==> src/rtl/cam_capture_ctrl.sv <==
// Camera-to-framebuffer write sequencer: synchronizes an 8-bit parallel camera port,
// pairs RGB565 bytes into RGB332 pixels and drives the frame-buffer RAM write port.
module cam_capture_ctrl #(
   parameter int WIDTH  = 176,
   parameter int HEIGHT = 144,
   parameter int ADDR_W = 15
) (
   input  logic              CLOCK,
   input  logic              RESET,
   input  logic              CAM_PCLK,
   input  logic              CAM_HREF,
   input  logic              CAM_VSYNC,
   input  logic [7:0]        CAM_DATA,
   input  logic              CAPTURE_EN,
   output logic [ADDR_W-1:0] W_ADDR,
   output logic [7:0]        W_DATA,
   output logic              W_EN,
   output logic              FRAME_DONE,
   output logic              BUSY,
   output logic              OVERFLOW
);

   localparam int XW = $clog2(WIDTH + 1);
   localparam int YW = $clog2(HEIGHT + 1);
   localparam logic [XW-1:0]     X_MAX     = XW'(WIDTH);
   localparam logic [YW-1:0]     Y_MAX     = YW'(HEIGHT);
   localparam logic [ADDR_W-1:0] LINE_STEP = ADDR_W'(WIDTH);

   typedef enum logic [1:0] {
      ST_IDLE    = 2'd0,
      ST_WAIT_VS = 2'd1,
      ST_VS_HIGH = 2'd2,
      ST_ACTIVE  = 2'd3
   } state_t;

   function automatic logic [7:0] rgb565_to_rgb332(input logic [7:0] byte1, input logic [7:0] byte2);
      return {byte1[7:5], byte1[2:0], byte2[4:3]};
   endfunction

   state_t state_q, state_d;

   logic pclk_m_q, pclk_s_q, pclk_p_q;
   logic href_m_q, href_s_q, href_p_q;
   logic vs_m_q, vs_s_q, vs_p_q;
   logic [7:0] data_m_q, data_s_q;

   logic [XW-1:0]     x_q, x_d;
   logic [YW-1:0]     y_q, y_d;
   logic [ADDR_W-1:0] line_base_q, line_base_d;
   logic              phase_q, phase_d;
   logic [7:0]        hi_q, hi_d;
   logic              pend_q, pend_d;
   logic [ADDR_W-1:0] pend_addr_q, pend_addr_d;
   logic [7:0]        pend_data_q, pend_data_d;

   logic [ADDR_W-1:0] w_addr_q, w_addr_d;
   logic [7:0]        w_data_q, w_data_d;
   logic              w_en_q, w_en_d;
   logic              fdone_q, fdone_d;
   logic              busy_q, busy_d;
   logic              ovf_q, ovf_d;

   logic pclk_evt_s, line_end_s, frame_end_s;

   // Edge events are all taken from the second synchronizer stage so that
   // HREF, VSYNC and DATA line up with the PCLK edge they belong to.
   assign pclk_evt_s  = pclk_s_q & ~pclk_p_q;
   assign line_end_s  = href_p_q & ~href_s_q;
   assign frame_end_s = vs_s_q & ~vs_p_q;

   // Input synchronizers and edge-detect history
   always_ff @(posedge CLOCK or posedge RESET) begin
      if (RESET) begin
         pclk_m_q <= 1'b0;
         pclk_s_q <= 1'b0;
         pclk_p_q <= 1'b0;
         href_m_q <= 1'b0;
         href_s_q <= 1'b0;
         href_p_q <= 1'b0;
         vs_m_q   <= 1'b0;
         vs_s_q   <= 1'b0;
         vs_p_q   <= 1'b0;
         data_m_q <= 8'h00;
         data_s_q <= 8'h00;
      end else begin
         pclk_m_q <= CAM_PCLK;
         pclk_s_q <= pclk_m_q;
         pclk_p_q <= pclk_s_q;
         href_m_q <= CAM_HREF;
         href_s_q <= href_m_q;
         href_p_q <= href_s_q;
         vs_m_q   <= CAM_VSYNC;
         vs_s_q   <= vs_m_q;
         vs_p_q   <= vs_s_q;
         data_m_q <= CAM_DATA;
         data_s_q <= data_m_q;
      end
   end

   // Next-state, capture counters and pending-write computation
   always_comb begin
      state_d     = state_q;
      x_d         = x_q;
      y_d         = y_q;
      line_base_d = line_base_q;
      phase_d     = phase_q;
      hi_d        = hi_q;
      pend_d      = 1'b0;
      pend_addr_d = pend_addr_q;
      pend_data_d = pend_data_q;
      ovf_d       = ovf_q;
      fdone_d     = 1'b0;

      case (state_q)
         ST_IDLE: begin
            if (CAPTURE_EN) state_d = ST_WAIT_VS;
            else            state_d = ST_IDLE;
         end
         ST_WAIT_VS: begin
            if (vs_s_q) state_d = ST_VS_HIGH;
            else        state_d = ST_WAIT_VS;
         end
         ST_VS_HIGH: begin
            x_d         = {XW{1'b0}};
            y_d         = {YW{1'b0}};
            line_base_d = {ADDR_W{1'b0}};
            phase_d     = 1'b0;
            ovf_d       = 1'b0;
            if (!vs_s_q) state_d = ST_ACTIVE;
            else         state_d = ST_VS_HIGH;
         end
         ST_ACTIVE: begin
            if (pclk_evt_s && href_s_q) begin
               if (!phase_q) begin
                  hi_d    = data_s_q;
                  phase_d = 1'b1;
               end else begin
                  phase_d = 1'b0;
                  if ((x_q < X_MAX) && (y_q < Y_MAX)) begin
                     pend_d      = 1'b1;
                     pend_addr_d = line_base_q + ADDR_W'(x_q);
                     pend_data_d = rgb565_to_rgb332(hi_q, data_s_q);
                  end else begin
                     ovf_d = 1'b1;
                  end
                  if (x_q != X_MAX) x_d = x_q + XW'(1);
                  else              x_d = x_q;
               end
            end else if (line_end_s) begin
               // Empty lines do not advance y; an odd trailing byte is dropped.
               x_d     = {XW{1'b0}};
               phase_d = 1'b0;
               if ((x_q != {XW{1'b0}}) && (y_q < Y_MAX)) begin
                  y_d         = y_q + YW'(1);
                  line_base_d = line_base_q + LINE_STEP;
               end else begin
                  y_d = y_q;
               end
            end else begin
               x_d = x_q;
            end
            if (frame_end_s) begin
               fdone_d = 1'b1;
               if (CAPTURE_EN) state_d = ST_VS_HIGH;
               else            state_d = ST_IDLE;
            end else begin
               state_d = ST_ACTIVE;
            end
         end
         default: state_d = ST_IDLE;
      endcase
   end

   // Output stage: one registered write per pending pixel, address/data held otherwise
   always_comb begin
      w_en_d = pend_q;
      busy_d = (state_d != ST_IDLE);
      if (pend_q) begin
         w_addr_d = pend_addr_q;
         w_data_d = pend_data_q;
      end else begin
         w_addr_d = w_addr_q;
         w_data_d = w_data_q;
      end
   end

   // State, capture and output registers
   always_ff @(posedge CLOCK or posedge RESET) begin
      if (RESET) begin
         state_q     <= ST_IDLE;
         x_q         <= {XW{1'b0}};
         y_q         <= {YW{1'b0}};
         line_base_q <= {ADDR_W{1'b0}};
         phase_q     <= 1'b0;
         hi_q        <= 8'h00;
         pend_q      <= 1'b0;
         pend_addr_q <= {ADDR_W{1'b0}};
         pend_data_q <= 8'h00;
         w_addr_q    <= {ADDR_W{1'b0}};
         w_data_q    <= 8'h00;
         w_en_q      <= 1'b0;
         fdone_q     <= 1'b0;
         busy_q      <= 1'b0;
         ovf_q       <= 1'b0;
      end else begin
         state_q     <= state_d;
         x_q         <= x_d;
         y_q         <= y_d;
         line_base_q <= line_base_d;
         phase_q     <= phase_d;
         hi_q        <= hi_d;
         pend_q      <= pend_d;
         pend_addr_q <= pend_addr_d;
         pend_data_q <= pend_data_d;
         w_addr_q    <= w_addr_d;
         w_data_q    <= w_data_d;
         w_en_q      <= w_en_d;
         fdone_q     <= fdone_d;
         busy_q      <= busy_d;
         ovf_q       <= ovf_d;
      end
   end

   assign W_ADDR     = w_addr_q;
   assign W_DATA     = w_data_q;
   assign W_EN       = w_en_q;
   assign FRAME_DONE = fdone_q;
   assign BUSY       = busy_q;
   assign OVERFLOW   = ovf_q;

endmodule
==> config.mk <==
export PLATFORM = sky130hd
export DESIGN_NAME = cam_capture_ctrl
export DESIGN_NICKNAME = d
export VERILOG_FILES = /design/src/rtl/cam_capture_ctrl.sv
export SDC_FILE = /design/constraint.sdc
export NUM_CORES = 1
export LEC_CHECK = 0
export CORE_UTILIZATION = 61
export CTS_CLUSTER_DIAMETER = 40
export DETAILED_ROUTE_END_ITERATION = 7
export PLACE_DENSITY = 0.86
export SLEW_MARGIN = 5
export SYNTH_ARGS = -nofsm -noshare
export SYNTH_HDL_FRONTEND = slang
export SYNTH_SLANG_ARGS = --single-unit
==> constraint.sdc <==
create_clock -name CLOCK -period 6.7 [get_ports CLOCK]
set_input_delay 1.005 -clock CLOCK [delete_from_list [all_inputs] [get_ports CLOCK]]
set_output_delay 1.005 -clock CLOCK [all_outputs]
set_load 0.03 [all_outputs]
==> results.txt <==
Die ar.: 8000 µm²
Top cell type's share of synthesized area: 60.1%
Sequential share of the synthesized area: 60.1%
Commonest cells in the netlist: 112 x dfrtp_1, 44 x mux2_2, 28 x a21oi_1
Die height: 89.5 µm
Initial Utilization: 63.7%
Worst Path Buf+Inv: 0
Yosys reg bits: 112
Fin Setup TNS: 0 ns
Pwr/cell area: 281 nW/µm²
Max-slew violations: 0
Rows: 31
Crit-path leading delay family: simple AND/OR/NAND/NOR gates
Wire length per cell: 16.0 µm
Core area: 7330 µm²
WP data required: 6.96 ns
DP HPWL: 5680 µm
Fin crit share: 37.0%
Fraction of layout cells with a size suffix above 1: 18.2%
Filler Cells Inserted: 468
Vias in the first global route: 2,872
Area growth from synthesis to layout: 13.8%
Flop pwr share: 56.2%
Min-Delay Path Class: reg2reg
Final net count: 434
Pin count of the biggest net entering global routing: 78
Power Total: 0.00149 W
Crit path DAT: 2.74 ns
Gr usage total: 22.6%
Max Cap Viol: 0
Port bufs: 40
Cts hold-fix bufs: 0
Cell Area, Synth: 4670 µm²
Pre-antenna DRT Iters: 5
Mapped Cells: 374
Internal power: 0.00105 W
Synth Flop Type: dfrtp_1
Remaining Overflow, GRT: 0
Switching Share: 29.3%
Maximum clock frequency: 403 MHz
Final hold viol count: 0
Skew final: 0.00689 ns
Post-CTS setup repair buffer count: 0
Clock network power share: 25.5%
Period minus WS final: 2.48 ns
I/O pin cnt: 41
Most frequent cell after synthesis: dfrtp_1
VDD IR-drop max: 0.194 mV
Sequential cell area: 2800 µm²
Worst Tran Pin Value: 1.13 ns
Drt first-iter violations: 185
CTS tree: yes
Num Clock Sinks: 112
Setup CP Type: reg2reg
Clock Latency Late Sink: 0.37 ns
Clock Path Buffers: 2
N_diodes: 0
TritonCTS buffer count: 9
Status: finished clean
H-tree depth: 3
Rel. slew slack: 24.6%
Routed WL: 8270 µm
LEAKAGE: 2.39 nW
Clk Tree Root Cell: clkbuf_8
Top post-synthesis cells by area: dfrtp_1 60%, mux2_2 11%, a21oi_1 3.0%, ha_1 2.1%, nand3_1 2.1%
DRC viols: 0
Synthesized area per cell: 12.5 µm²
Ys Warns: 0
Combinational share of power: 18.3%
Distinct cells, synth: 54
Critical path's largest stage delay: 0.90 ns
RSZ-0062 raised after global routing: no
Psw: 0.000436 W
Endpoints failing setup: 0
First-pass GRT wire length: 13,500 µm
Final Wtd Congestion: 0.815
Worst-path cell chain: o31ai_4, o21ai_1, nor2_2, mux2_2
Crit Path Max Fanout: 23
Routed Antenna Nets: 0
Worst Setup End Kind: flop
Number of gates resized after CTS: 0
FFs w/ async S/R, synth: 100%
Die width: 89.5 µm
Vias/cell: 6.06
Initial antenna violation count: 0
Area of the multi-input gates: 1740 µm²
Syn Nets: 396
CP startpoint kind: flop
Via count: 3,125
Post-synth EDFFs: 0
Worst-path clk slew: 0.10 ns
Area leader, netlist: dfrtp_1
Worst path slowest cell: nor2_2
final timing paths:
kind	startpoint	end	slack (ns)	depth (start not counted)
setup reg to reg	y_q[4]	pend_addr_q[2]	4.22	4
hold reg to reg	data_m_q[5]	data_s_q[5]	0.36	0
min in group asynchronous	RESET	W_DATA[1]	0.98	2
hold / removal	data_m_q[5]	data_s_q[5]	0.36	0
max in group asynchronous	RESET	pend_addr_q[9]	4.43	3
setup / recovery	y_q[4]	pend_addr_q[2]	4.22	4
metal layers:
metal | part of all wire [%] | up-vias | routed length (µm) | GRT usage [%]
li1 | - | 1451 | - | -
met1 | 45 | 1575 | 3730 | 30.4
met2 | 50 | 84 | 4100 | 36.7
met3 | 3.1 | 15 | 257 | 3.14
met4 | 2.2 | 0 | 181 | 11.1
met5 | 0 | - | 0 | 0
cell usage in the layout, fill, tap and decap left out, types with 4 or more instances in the layout:
master and instances:
o21ai_0 18, a22o_2 5, nand3_1 20, o31ai_1 4, nand2_1 17, mux2_2 44
xnor2_1 5, dfrtp_1 112, nor2_1 9, clkbuf_8 9, a21oi_1 28, nor3_1 4
or3_1 8, ha_1 8, a21o_1 4, clkdlybuf4s50_1 40, a31oi_1 10, inv_1 11
cells by family after synthesis:
kind of cell | after synthesis | share of synthesized area (%)
flip-flops | 112 | 60.1
AO/OA/AOI/OAI | 93 | 13.4
AND/OR/NAND/NOR | 84 | 9.87
multiplexers | 45 | 10.8
buffers and inverters | 26 | 2.63
adder cells (fa/ha/maj) | 8 | 2.14
XOR/XNOR | 6 | 1.13
power groups by stage:
stage / Sequential, W / Clock, W / Combinational [W]
floorplan: 0.000877 / 0 / 0.000148
detailed placement: 0.000853 / 0 / 0.000275
global route: 0.000853 / 0.000413 / 0.000300
CTS: 0.000840 / 0.000386 / 0.000276
finish: 0.000838 / 0.000379 / 0.000273
global placement: 0.000845 / 0 / 0.000265
layout make-up:
| class | count | share of cell area [%] |
|---|---|---|
| clock inverters | 6 | 1.08 |
| inverters | 12 | 0.895 |
| multi-input cells | 236 | 32.8 |
| well taps | 99 | 2.33 |
| flip-flops and latches | 112 | 52.8 |
| clock buffers | 10 | 2.40 |
| repair buffers | 41 | 7.68 |
per-stage QoR:
step / cells / instance area, µm² / util (%) / hold slack, ns / setup WS [ns]
4_1_cts: 516 / 5310 / 72.5 / 0.367 / 4.22
5_1_grt: 516 / 5310 / 72.5 / 0.371 / 4.10
2_1_floorplan: 374 / 4670 / - / 0.331 / 2.74
6_report: 516 / 5310 / 72.5 / 0.361 / 4.22
3_3_place_gp: 500 / 5130 / 69.9 / 0.333 / 3.98
3_5_place_dp: 500 / 5130 / 69.9 / 0.336 / 3.97
No activity file was read; power rests on OpenSTA's default activity.
